--- src/rtl/forward_operand_supplier_pkg.sv ---
// Shared forwarding select encoding, used by the forwarding unit
// and by the operand supplier datapath.
package forward_operand_supplier_pkg;

  localparam logic [1:0] FWD_REGFILE = 2'd0;
  localparam logic [1:0] FWD_EXE     = 2'd1;
  localparam logic [1:0] FWD_MEM     = 2'd2;
  localparam logic [1:0] FWD_WB      = 2'd3;

  typedef logic [1:0] fwd_sel_t;

  function automatic logic is_exe_sel(input fwd_sel_t s);
    return s == FWD_EXE;
  endfunction

endpackage

--- src/rtl/fwd_src_mux4.sv ---
// 4:1 operand source mux keyed by a forwarding select code.
// Code 0 passes the regfile read data through.
module fwd_src_mux4
  import forward_operand_supplier_pkg::*;
#(
  parameter int W = 32
) (
  input  fwd_sel_t       i_sel,
  input  logic [W-1:0]   i_reg,
  input  logic [W-1:0]   i_exe,
  input  logic [W-1:0]   i_mem,
  input  logic [W-1:0]   i_wb,
  output logic [W-1:0]   o_data
);

  always_comb begin
    o_data = i_reg;
    unique case (1'b1)
      (i_sel == FWD_EXE): o_data = i_exe;
      (i_sel == FWD_MEM): o_data = i_mem;
      (i_sel == FWD_WB):  o_data = i_wb;
      default:            o_data = i_reg;
    endcase
  end

endmodule

--- src/rtl/forward_operand_supplier.sv ---
// Operand forwarding datapath: source muxes, ID/EXE operand latch,
// store-data delay to MEM, load-use bubble insertion and counting.
module forward_operand_supplier
  import forward_operand_supplier_pkg::*;
#(
  parameter int DATA_WIDTH  = 32,
  parameter int CNT_WIDTH   = 16,
  parameter bit ZERO_BUBBLE = 1'b1
) (
  input  logic                  CLK,
  input  logic                  RESET,
  input  fwd_sel_t              EXE_A_Select,
  input  fwd_sel_t              EXE_B_Select,
  input  fwd_sel_t              MEM_Data_select,
  input  logic                  stall,
  input  logic [DATA_WIDTH-1:0] ID_RegA_Data,
  input  logic [DATA_WIDTH-1:0] ID_RegB_Data,
  input  logic [DATA_WIDTH-1:0] EXE_Result,
  input  logic                  EXE_Result_Valid,
  input  logic [DATA_WIDTH-1:0] MEM_Result,
  input  logic [DATA_WIDTH-1:0] WB_Result,
  output logic                  load_use_stall,
  output logic [DATA_WIDTH-1:0] Alt_RegA,
  output logic [DATA_WIDTH-1:0] Alt_RegB,
  output logic [DATA_WIDTH-1:0] Alt_EXE_Store,
  output logic [DATA_WIDTH-1:0] Alt_MEM_Data,
  output logic                  Operand_Valid,
  output logic                  MEM_Store_Valid,
  output logic [CNT_WIDTH-1:0]  bubble_count
);

  localparam logic [CNT_WIDTH-1:0] CNT_MAX = {CNT_WIDTH{1'b1}};
  localparam logic [CNT_WIDTH-1:0] CNT_ONE =
    {{(CNT_WIDTH-1){1'b0}}, 1'b1};

  logic [DATA_WIDTH-1:0] w_a;
  logic [DATA_WIDTH-1:0] w_b;
  logic [DATA_WIDTH-1:0] w_st;
  logic                  w_hazard;
  logic                  w_bubble;

  logic [DATA_WIDTH-1:0] r_a;
  logic [DATA_WIDTH-1:0] r_b;
  logic [DATA_WIDTH-1:0] r_st;
  logic [DATA_WIDTH-1:0] r_md;
  logic                  r_ov;
  logic                  r_sv;
  logic [CNT_WIDTH-1:0]  r_cnt;

  fwd_src_mux4 #(.W(DATA_WIDTH)) u_mux_a (
    .i_sel  (EXE_A_Select),
    .i_reg  (ID_RegA_Data),
    .i_exe  (EXE_Result),
    .i_mem  (MEM_Result),
    .i_wb   (WB_Result),
    .o_data (w_a)
  );

  fwd_src_mux4 #(.W(DATA_WIDTH)) u_mux_b (
    .i_sel  (EXE_B_Select),
    .i_reg  (ID_RegB_Data),
    .i_exe  (EXE_Result),
    .i_mem  (MEM_Result),
    .i_wb   (WB_Result),
    .o_data (w_b)
  );

  fwd_src_mux4 #(.W(DATA_WIDTH)) u_mux_st (
    .i_sel  (MEM_Data_select),
    .i_reg  (ID_RegB_Data),
    .i_exe  (EXE_Result),
    .i_mem  (MEM_Result),
    .i_wb   (WB_Result),
    .o_data (w_st)
  );

  // A load in EXE has no data yet; anyone forwarding from EXE must wait.
  assign w_hazard = (is_exe_sel(EXE_A_Select) |
                     is_exe_sel(EXE_B_Select) |
                     is_exe_sel(MEM_Data_select)) &
                    ~EXE_Result_Valid;
  assign w_bubble = stall | w_hazard;

  always_ff @(posedge CLK or negedge RESET) begin
    if (!RESET) begin
      r_a  <= '0;
      r_b  <= '0;
      r_st <= '0;
      r_ov <= 1'b0;
    end else if (!w_bubble) begin
      r_a  <= w_a;
      r_b  <= w_b;
      r_st <= w_st;
      r_ov <= 1'b1;
    end else begin
      r_ov <= 1'b0;
      if (ZERO_BUBBLE) begin
        r_a  <= '0;
        r_b  <= '0;
        r_st <= '0;
      end
    end
  end

  always_ff @(posedge CLK or negedge RESET) begin
    if (!RESET) begin
      r_md <= '0;
      r_sv <= 1'b0;
    end else begin
      r_md <= r_st;
      r_sv <= r_ov;
    end
  end

  always_ff @(posedge CLK or negedge RESET) begin
    if (!RESET) begin
      r_cnt <= '0;
    end else if (w_bubble && (r_cnt != CNT_MAX)) begin
      r_cnt <= r_cnt + CNT_ONE;
    end
  end

  assign load_use_stall  = w_hazard;
  assign Alt_RegA        = r_a;
  assign Alt_RegB        = r_b;
  assign Alt_EXE_Store   = r_st;
  assign Alt_MEM_Data    = r_md;
  assign Operand_Valid   = r_ov;
  assign MEM_Store_Valid = r_sv;
  assign bubble_count    = r_cnt;

endmodule

--- config.mk ---
export PLATFORM = sky130hd
export DESIGN_NAME = forward_operand_supplier
export DESIGN_NICKNAME = d
export VERILOG_FILES = /design/src/rtl/forward_operand_supplier_pkg.sv /design/src/rtl/fwd_src_mux4.sv /design/src/rtl/forward_operand_supplier.sv
export SDC_FILE = /design/constraint.sdc
export NUM_CORES = 1
export LEC_CHECK = 0
export ABC_AREA = 1
export CAP_MARGIN = 0
export CELL_PAD_IN_SITES_DETAIL_PLACEMENT = 1
export CELL_PAD_IN_SITES_GLOBAL_PLACEMENT = 2
export CORE_MARGIN = 2
export CORE_UTILIZATION = 23
export DETAILED_ROUTE_END_ITERATION = 12
export PLACE_DENSITY_LB_ADDON = 0.1
export SYNTH_ARGS = -nofsm -noshare
export SYNTH_HDL_FRONTEND = slang
export SYNTH_SLANG_ARGS = --single-unit
--- constraint.sdc ---
create_clock -name CLK -period 2 [get_ports CLK]
set_input_delay 0.3 -clock CLK [delete_from_list [all_inputs] [get_ports CLK]]
set_output_delay 0.3 -clock CLK [all_outputs]
set_load 0.05 [all_outputs]
Word-level counts from Yosys, hierarchy flattened
Index checks and enable logic that the tools add are counted.
{ "totals": {"regBits": 146, "out_inout_bits": 147} }
{ "classes": {"n_addsub": 1, "eq_ne": 10, "mux": 7, "bitwise": 5, "reduce_logical": 1} }
{ "op_table": {"columns": ["cell", "n"], "rows": [
  ["32-bit case mux with 3 select lines", 3],
  ["32-bit two-way mux", 3],
  ["16-bit by 1-bit adder with 16-bit output, second input constant", 1],
  ["16-bit != test, second input constant", 1],
  ["2-bit == test, second input constant", 6],
  ["2-bit by 1-bit == test with 1-bit output, second input constant", 3],
  ["1-bit bitwise OR", 3],
  ["1-bit bitwise AND", 1],
  ["1-bit logical AND", 1],
  ["1-bit two-way mux", 1],
  ["1-bit NOT", 1]
]} }

Logic depth before layout (Yosys ltp)
Gate-level depths: netlist of the first run.
{ "logic_depth": {"word_depth": 6, "mapped_depth": 10, "depth_no_buf": 9} }

By module
From an unflattened synthesis of the first run, not the netlist that was laid out.
{ "hier_totals": {"cells_unflattened": 1049, "area_unflattened_um2": 7945.1} }
{ "modules_own_cells": {"columns": ["module", "n_inst", "cells_each", "area_each_um2"], "rows": [
  ["forward_operand_supplier", 1, 491, 5096.1],
  ["fwd_src_mux4", 3, 186, 949.7]
]} }

Worst setup path after synthesis of the first run
No wires, ideal clock.
{ "synth_path": {"path_type": "reg2reg", "start": "register r_cnt[1], in the netlist bubble_count[1]", "end": "register r_cnt[6], in the netlist bubble_count[6]", "arrival_time_ns": 1.704, "setup_slack_ns": 0.176, "stages_incl_launch_ff": 10, "n_path_buf": 1, "period_less_slack_ns": 1.824, "cell_sequence": "dfrtp_1 ha_1 nand2_2 nor2_4 nand2_4 nor2_2 a21oi_4 buf_6 nand2_1 nand2_1"} }
{ "synth_between": {"elab_chain_cells": 2, "word_cells_on_any_way": 3} }
{ "synth_lines": {"columns": ["item", "line", "rtl"], "rows": [
  ["from (decl)", "forward_operand_supplier.sv:48", "logic [CNT_WIDTH-1:0] r_cnt;"],
  ["from (signal assigned)", "forward_operand_supplier.sv:119", "r_cnt <= r_cnt + CNT_ONE;"],
  ["branches (longest 2 deep; another with 16-bit by 1-bit adder with 16-bit output)", null, null]
]} }
Parallel ways; which one is timed is not known.
A chain may end at the register's enable or synchronous reset.

Worst setup path after layout of the first run
{ "layout_path": {"start": "register r_a[20], in the netlist Alt_RegA[20]", "end": "output Alt_RegA[20]"} }
{ "layout_rtl": {"columns": ["item", "line", "rtl"], "rows": [
  ["from (decl)", "forward_operand_supplier.sv:42", "logic [DATA_WIDTH-1:0] r_a;"],
  ["from (signal assigned)", "forward_operand_supplier.sv:91", "r_a <= w_a;"],
  ["to (decl)", "forward_operand_supplier.sv:23", "output logic [DATA_WIDTH-1:0] Alt_RegA,"]
]} }
No word-level cell between the ends.

==> results.cfg, run 1 <==
[drt]
wire_per_inst_um = 19.9
ant_nets = 0
first_pass_iters = 4
initialDrtViolationCount = 342
wirelength_um = 34700
drc_errors = 0
vias = 7783
vias_per_cell = 4.47

[logic_synthesis]
yosys_warnings = 0
syn_inst = 972
ys_types = 29
synth-edff-count = 0
synthArstFlopShare = 1.00
synth_fp_nets = 1143
ys.flop_type = dfrtp_1
synth_area_mm2 = 0.00754
ys_seq_area_frac = 0.485
synth_area_per_cell_um2 = 7.75
ys_seq_elements = 146

[placement]
dpl-instance-area_mm2 = 0.0115
place_inst = 1709
io_buffers = 316
dp_hpwl_um = 25100
gp_congestion = 0.772

[layout]
stdcell_count = 1743
layout.area.seq_mm2 = 0.00365
syn2layout_area_growth_pct = 61.0
final_cell_mix = nand2_1, clkdlybuf4s50_1, dfrtp_1
final_cell_area_mm2 = 0.0121
layout_commonest_cell = nand2_1
fillers = 3868
layout.nets = 1458
layout-drive-gt1-share = 0.0831
multi_input_area_mm2 = 0.00326
final_core_util = 0.375

[floorplan]
die_w_um = 185
core_mm2 = 0.0324
rows = 66
die_area_mm2 = 0.0342
start_util = 0.233
io_pins = 317
die_h_um = 185

[run]
drv_cap = 0

[clocking]
cts_sinks = 146
clk_pin_slew_ns = 0.06
cts_tree = built
cts_max_level = 4
post_cts_buffers = 0
cts_root_buf = clkbuf_16
insertion_delay_ns = 0.44
cts_max_path_buffers = 2
cts_buffers = 17

[min_path]
hold_class = primary input to asynchronous set/reset pin

[setup_path]
path_class = flop to output pin
cp_slowest_cell = clkdlybuf4s50_1
crit_family = buffers and inverters
worstPathCellList = clkdlybuf4s50_1
critPathLaunchType = flop
critPathArrivalTime_ns = 1.65
required_ns = 1.70
crit_path_end_kind = output pin
r2r_setup_slack_ns = 0.30
cp_num_buf_inv = 1
path_max_fanout = 1
slowest_delay_ns = 0.87

[global_route]
first_global_vias = 8210
antenna_found_initial = 2
grt_max_degree = 51
grt.overflow.total = 0
grt_pass1_wl_um = 50700
grt_usage = 0.205

[timing]
finalSetupViolations = 0
finalMaxSlewViolations = 0
fmax_mhz = 514
rsz0062_at_grt = false
min_period_ns = 1.95
timing.final.crit_share = 0.973
final.setup_skew_ns = 0.00842
hold_violations = 0
tightestPinTransition_ns = 0.597
slew_headroom = 0.601
fin_tns_setup_ns = 0

[run_status]
status = finished clean

[power]
static-leakage-power_uw = 0.00553
p_per_area_mw_per_mm2 = 815
ir_drop_uv = 587
[cells in the mapped netlist (3+ instances only)]
cell type / instances / area, µm²
nand2_1: 374 / 1400
dfrtp_1: 146 / 3650
nor2_1: 100 / 375
inv_1: 83 / 312
o2111ai_1: 68 / 596
o21ai_0: 61 / 305
buf_2: 25 / 125
o211ai_1: 24 / 180
clkbuf_1: 22 / 82.6
nor2_2: 13 / 81.3
nand3_1: 10 / 50.1
buf_6: 6 / 67.6
inv_2: 5 / 18.8
clkbuf_2: 4 / 20.0
nand2_2: 4 / 25.0
xor2_1: 4 / 35.0
nand2_4: 3 / 33.8
nand4_1: 3 / 18.8
xnor2_1: 3 / 26.3
[per-layer routing]
metal / vias to the layer above / wire length (µm) / global-route usage
li1: 3770 / - / -
met2: 218 / 17000 / 0.351
met3: 21 / 2390 / 0.0562
met5: - / 0 / 0
met1: 3774 / 15000 / 0.251
met4: 0 / 386 / 0.0581
[worst register-to-register path: cells and delay by family (launching register included)]
family	cells	cell delay, ns
compound gates	1	0.45
fa+ha+maj	1	0.25
flops	1	0.42
simple gates	5	0.53
[registers in the layout, summed over array words and instances, names as in the netlist]
| name | flops |
|---|---|
| Alt_EXE_Store | 32 |
| Alt_MEM_Data | 32 |
| Alt_RegA | 32 |
| Alt_RegB | 32 |
| bubble_count | 16 |
| MEM_Store_Valid | 1 |
| Operand_Valid | 1 |
[through the flow]
stage | power (µW) | hold WS, ns | setup WS, ns
global route | 10300 | 0.360 | 0.000669
CTS | 10000 | 0.329 | 0.00875
finish | 9890 | 0.334 | 0.0534
floorplan | 4990 | 0.00441 | 0.176
detailed placement | 6350 | 0.240 | 0.0903
global placement | 6330 | 0.243 | 0.0762
[kinds of logic (layout without fill, tap and decap cells)]
group,Yosys count,after routing,share of synthesized area
simple gates,511,511,0.269
compound gates,160,160,0.151
buf+inv,147,474,0.0850
flops,146,146,0.485
xor+xnor,7,7,0.00814
fa+ha+maj,1,1,0.00166
other cells,0,2,0
[cell type report]
class	count	share of cell area
clock buffer	22	0.0399
timing repair buffer	355	0.302
sequential	146	0.301
antenna	2	0.000412
multi-input combinational	679	0.269
inverter	88	0.0272
clock inverter	9	0.0145
tap	442	0.0456
[what timing repair did]
| action | CTS | global route |
|---|---|---|
| hold buffers | 1 | 0 |
| cloned | 0 | 0 |
| gates resized for setup | 15 | 3 |
| endpoints found under the setup margin | 15 | 3 |
| hold endpoints to repair | 35 | 0 |
[worst paths after layout]
check	start	endpoint	cells after the start
min reg2reg	Alt_EXE_Store[11]$_DFF_PN0_	Alt_MEM_Data[11]$_DFF_PN0_	0
max	Alt_RegA[20]$_DFF_PN0_	Alt_RegA[20]	1
max in group asynchronous	RESET	Alt_EXE_Store[13]$_DFF_PN0_	3
min in group CLK	Alt_EXE_Store[11]$_DFF_PN0_	Alt_MEM_Data[11]$_DFF_PN0_	0
min	RESET	bubble_count[6]$_DFFE_PN0P_	2
max reg2reg	bubble_count[0]$_DFFE_PN0P_	bubble_count[1]$_DFFE_PN0P_	7
[where the power goes]
part	internal (µW)	switching, µW
registers	3200	158
clock network	2340	1340
logic	1040	1830
total	6570	3320
No activity file was read; power rests on OpenSTA's default activity.
==> run 2: changes to the inputs <==
- ABC_CLOCK_PERIOD_IN_PS: not set -> 2000
==> results of run 2 <==
The final DEF is identical to that of run 1; final timing and power are the same.
==> run 3: changes to the inputs <==
--- a/config.mk
+++ b/config.mk
@@ -15,4 +15,5 @@
 export DETAILED_ROUTE_END_ITERATION = 12
 export PLACE_DENSITY_LB_ADDON = 0.1
+export SKIP_LAST_GASP = 1
 export SYNTH_ARGS = -nofsm -noshare
 export SYNTH_HDL_FRONTEND = slang
==> constraint.sdc (replaced) <==
create_clock -name CLK -period 2 [get_ports CLK]
set_input_delay 0.3 -clock CLK [delete_from_list [all_inputs] [get_ports CLK]]
set_output_delay 0.3 -clock CLK [all_outputs]
set_load 0.02 [all_outputs]
==> results.cfg, run 3 (same netlist as run 1, synthesis figures left out) <==
[timing]
finalMaxSlewViolations = 0
rsz0062_at_grt = false
fin_hold_ws_ns = 0.295
fin_tns_setup_ns = 0
fmax_mhz = 533
tightestPinTransition_ns = 0.513
final.setup_skew_ns = 0.00480
finalSetupViolations = 0
timing.final.crit_share = 0.938
min_period_ns = 1.88
slew_headroom = 0.658
hold_violations = 0

[power]
static-leakage-power_uw = 0.00542
ir_drop_uv = 599
p_comb_frac = 0.262
clockPowerShare = 0.361
intPower_uw = 6230
seqPwrFrac = 0.377
switchingPower_uw = 2680
p_sw_frac = 0.301
p_per_area_mw_per_mm2 = 736

[layout]
final_cell_mix = nand2_1, clkdlybuf4s50_1, dfrtp_1
layout-drive-gt1-share = 0.0835
syn2layout_area_growth_pct = 60.6
multi_input_area_mm2 = 0.00326
layout.area.seq_mm2 = 0.00365
layout.nets = 1466
final_cell_area_mm2 = 0.0121
layout_commonest_cell = nand2_1
fillers = 3817

[setup_path]
r2r_cells = 7
critPathLaunchType = flop
worstPathCellList = clkdlybuf4s50_1
path_max_fanout = 7
critPathArrivalTime_ns = 1.58
crit_path_end_kind = output pin
slowest_delay_ns = 0.66
cp_slowest_cell = clkdlybuf4s50_1
cp_num_buf_inv = 1
r2r-start = bubble_count[0]$_DFFE_PN0P_
crit_family = buffers and inverters
path_class = flop to output pin
r2r_setup_slack_ns = 0.33
reg2reg_to = bubble_count[12]$_DFFE_PN0P_
required_ns = 1.70

[clocking]
insertion_delay_ns = 0.44
cts_tree = built
clk_pin_slew_ns = 0.06
cts_max_path_buffers = 2
cts_sinks = 146
post_cts_buffers = 0
cts_max_level = 4
cts_root_buf = clkbuf_16
cts_buffers = 17

[global_route]
antenna_found_initial = 4
grt_max_degree = 52
grt_pass1_wl_um = 52000
grt.overflow.total = 0
grt_usage = 0.207
first_global_vias = 8483

[drt]
first_pass_iters = 4
initialDrtViolationCount = 346
drc_errors = 0
wire_per_inst_um = 19.9
vias = 7922
ant_nets = 0
vias_per_cell = 4.52
wirelength_um = 34800

[floorplan]
die_area_mm2 = 0.0342
rows = 66
die_h_um = 185
io_pins = 317
die_w_um = 185
start_util = 0.233
core_mm2 = 0.0324

[run_status]
status = finished clean

[run]
drv_cap = 0

[min_path]
hp-start = EXE_B_Select[1]
holdPathStages = 4
hold_class = primary input to flop
hold_path_end = Alt_RegB[30]$_DFF_PN0_

[placement]
dpl-instance-area_mm2 = 0.0115
dp_hpwl_um = 25100
gp_congestion = 0.788
io_buffers = 316
[run 3: changes by cell type in the layout (fill, tap and decap cells not counted)]
cell / change
clkdlybuf4s50_1: +20
diode_2: +3
buf_4: +7
buf_12: -2
bufinv_16: -3
clkinv_4: -1
clkbuf_1: +2
dlygate4sd2_1: -15
dlymetal6s2s_1: -2
[run 3: power by group through the flow]
stage	clock [µW]	combinational (µW)	sequential (µW)
2_1_floorplan	0	723	3700
6_report	3220	2340	3350
4_1_cts	3340	2380	3360
3_3_place_gp	0	2360	3410
3_5_place_dp	0	2370	3410
5_1_grt	3460	2560	3390
[run 3: layout make-up]
| class | count | area share |
|---|---|---|
| repair buffers | 363 | 0.308 |
| flip-flops and latches | 146 | 0.302 |
| multi-input cells | 679 | 0.269 |
| well taps | 442 | 0.0457 |
| clock buffers | 24 | 0.0406 |
| inverters | 88 | 0.0273 |
| clock inverters | 5 | 0.00641 |
| diodes | 5 | 0.00103 |
[run 3: worst max-delay path by stage]
stage,cells past startpoint,endpoint,from,slack (ns)
detailed placement,6,load_use_stall,EXE_A_Select[0],0.0001
global placement,6,load_use_stall,EXE_A_Select[0],0.005
floorplan,9,bubble_count[5]$_DFFE_PN0P_,bubble_count[1]$_DFFE_PN0P_,0.42
CTS,6,load_use_stall,EXE_A_Select[0],0.002
finish,1,bubble_count[12],bubble_count[12]$_DFFE_PN0P_,0.12
global route,1,bubble_count[12],bubble_count[12]$_DFFE_PN0P_,0.03
[run 3: layer usage]
layer | global-route usage | routed length (µm) | up-vias
li1 | - | - | 3796
met1 | 0.260 | 15300 | 3846
met2 | 0.348 | 16800 | 245
met3 | 0.0505 | 2060 | 35
met5 | 0 | 0 | -
met4 | 0.0724 | 729 | 0
[run 3: what timing repair did]
item | 4_1_cts | 5_1_grt
hold endpoints to repair | 40 | 0
hold buffers | 1 | 0
setup endpoints to repair | 0 | 1
gates resized for setup | 0 | 1
[run 3: through the flow]
stage | instances | utilization | power, µW | worst slack (ns)
6_report | 1752 | 0.374 | 8910 | 0.124
3_5_place_dp | 1717 | 0.356 | 5780 | 0.000143
5_1_grt | 1750 | 0.374 | 9410 | 0.0285
3_3_place_gp | 1717 | 0.356 | 5770 | 0.00481
2_1_floorplan | 972 | - | 4420 | 0.417
4_1_cts | 1747 | 0.373 | 9090 | 0.00164
[run 3: tightest hold or removal path: cells and delay by family]
| kind | cells | cell delay, ns |
|---|---|---|
| AOI/OAI and AO/OA | 1 | 0.08 |
| buffers and inverters | 2 | 0.23 |
| and+or+nand+nor | 1 | 0.07 |
==> variant, RTL diff (config.mk and constraints of run 3) <==
Register the output `bubble_count` once more; this adds one clock of latency there. The other outputs are not delayed to match.
--- a/src/rtl/forward_operand_supplier.sv
+++ b/src/rtl/forward_operand_supplier.sv
@@ -129,3 +129,5 @@
   assign MEM_Store_Valid = r_sv;
-  assign bubble_count    = r_cnt;
+  always_ff @(posedge CLK) begin
+    bubble_count <= r_cnt;
+  end
 
Check against the original RTL: not equivalent (Yosys sat finds a counterexample within 4 cycles, from zero or initial values and one cycle with RESET low).
==> variant against run 3 <==
Clock power up 4%. Design area up 3.0%. Synthesized area up 4.3%. Final cell count up 1.3%. Power up 5.7%. First-iteration DRC count up 0.29%. Sequential share of layout area up 1.7 points. Routed wire length up 1.1%. Setup slack better by 0.083 ns. Sequential cell count up 16. Critical path type is now in -> out. Critical endpoint is now load_use_stall.
==> variant: results (changes against run 3) <==
NetSw 2.90 mW (was 2.68 mW); 1st-iter DRT viols 347 (was 346); top cells by area, synth dfrtp_1 47%, nand2_1 18%, o2111ai_1 7.6% (was dfrtp_1 48%, nand2_1 19%, o2111ai_1 7.9%); DP Area 11900 sq um (was 11500 sq um); Synthesized Nets 1159 (was 1143); nets@finish 1481 (was 1466); drt wl/cell 19.8 microns (was 19.9 microns); Cells after Synth 988 (was 972); first-pass GRT wire length 53.1 mm (was 52.0 mm); WL final 35.2 mm (was 34.8 mm); htree depth 4 (unchanged); Resized cells post-CTS 1 (was 0); Worst Max-Slew Pin Slew 0.575 ns (was 0.513 ns); CTS root buf clkbuf_16 (unchanged); P_leak 5.56 nW (was 5.42 nW); vias 7992 (was 7922); sequential area share after synthesis 50.6% (was 48.5%); Worst Path Max Fanout 2 (was 7); Setup Skew 0.00635 ns (was 0.00480 ns); clock buffer count from CTS 17 (unchanged); status finished clean (unchanged); share of cells above drive strength 1 8.69% (was 8.35%); Total GRT Usage 20.2% (was 20.7%); Async SR Flop Fraction 90.1% (was 100%); Placer Congestion 0.717 (was 0.788); Peak VDD IR 0.589 mV (was 0.599 mV); Peak Freq 558 MHz (was 533 MHz); crit path DAT 1.49 ns (was 1.58 ns); initial antenna violation count 3 (was 4); placed cell count 1738 (was 1717)
variant: cell count changes after synthesis:
cell and change:
dfxtp_1 +16
variant: area by class of cell:
type                       instances  area [sq um]
clock buffer                      18           429
antenna                            3          7.51
fill                            3931         21100
sequential                       162          3970
tap                              448           561
inverter                          88           330
timing repair buffer             362          3750
multi-input combinational        679          3260
clock inverter                    14           156
variant: path summary, 6_finish.rpt:
| check | start | end | slack, ns | cells past startpoint |
|---|---|---|---|---|
| worst max-delay path | MEM_Data_select[0] | load_use_stall | 0.21 | 6 |
| worst min-delay path | EXE_B_Select[1] | Alt_RegB[30] | 0.20 | 4 |
| worst max register to register | r_cnt[0] | r_cnt[15] | 0.30 | 7 |
| worst min register to register | Alt_EXE_Store[11] | Alt_MEM_Data[11] | 0.37 | 0 |
| max in group asynchronous | RESET | Alt_RegA[1] | 1.00 | 3 |
| min in group asynchronous | RESET | r_cnt[3] | 0.37 | 2 |
variant: per-stage QoR:
step                      total power, mW  setup WS (ns)
after floorplan                      4.81          0.580
after global placement               6.15         -0.108
after detailed placement             6.17        -0.0911
after CTS                            9.60          0.152
after global routing                 9.92          0.106
final                                9.42          0.207
variant: worst max-delay path, cell delays in order:
cell and delay (ns):
clkdlybuf4s50_1 0.56, nand2_1 0.10, nand3_2 0.08, nand2_2 0.05
inv_1 0.04, dlygate4sd2_1 0.35
variant: logic make-up after synthesis:
group	Yosys count	share of synthesized area (%)
buffers and inverters	147	8.15
AOI/OAI and AO/OA	160	14.5
adders and majority gates	1	0.159
xor gates and xnor gates	7	0.780
DFF	162	50.6
and+or+nand+nor	511	25.8
variant: metal layers:
layer	global-route usage, %	wire, microns	vias up
met3	5.89	2320	23
met5	0	0	-
li1	-	-	3836
met2	34.1	17000	239
met4	5.26	407	0
met1	25.1	15400	3894
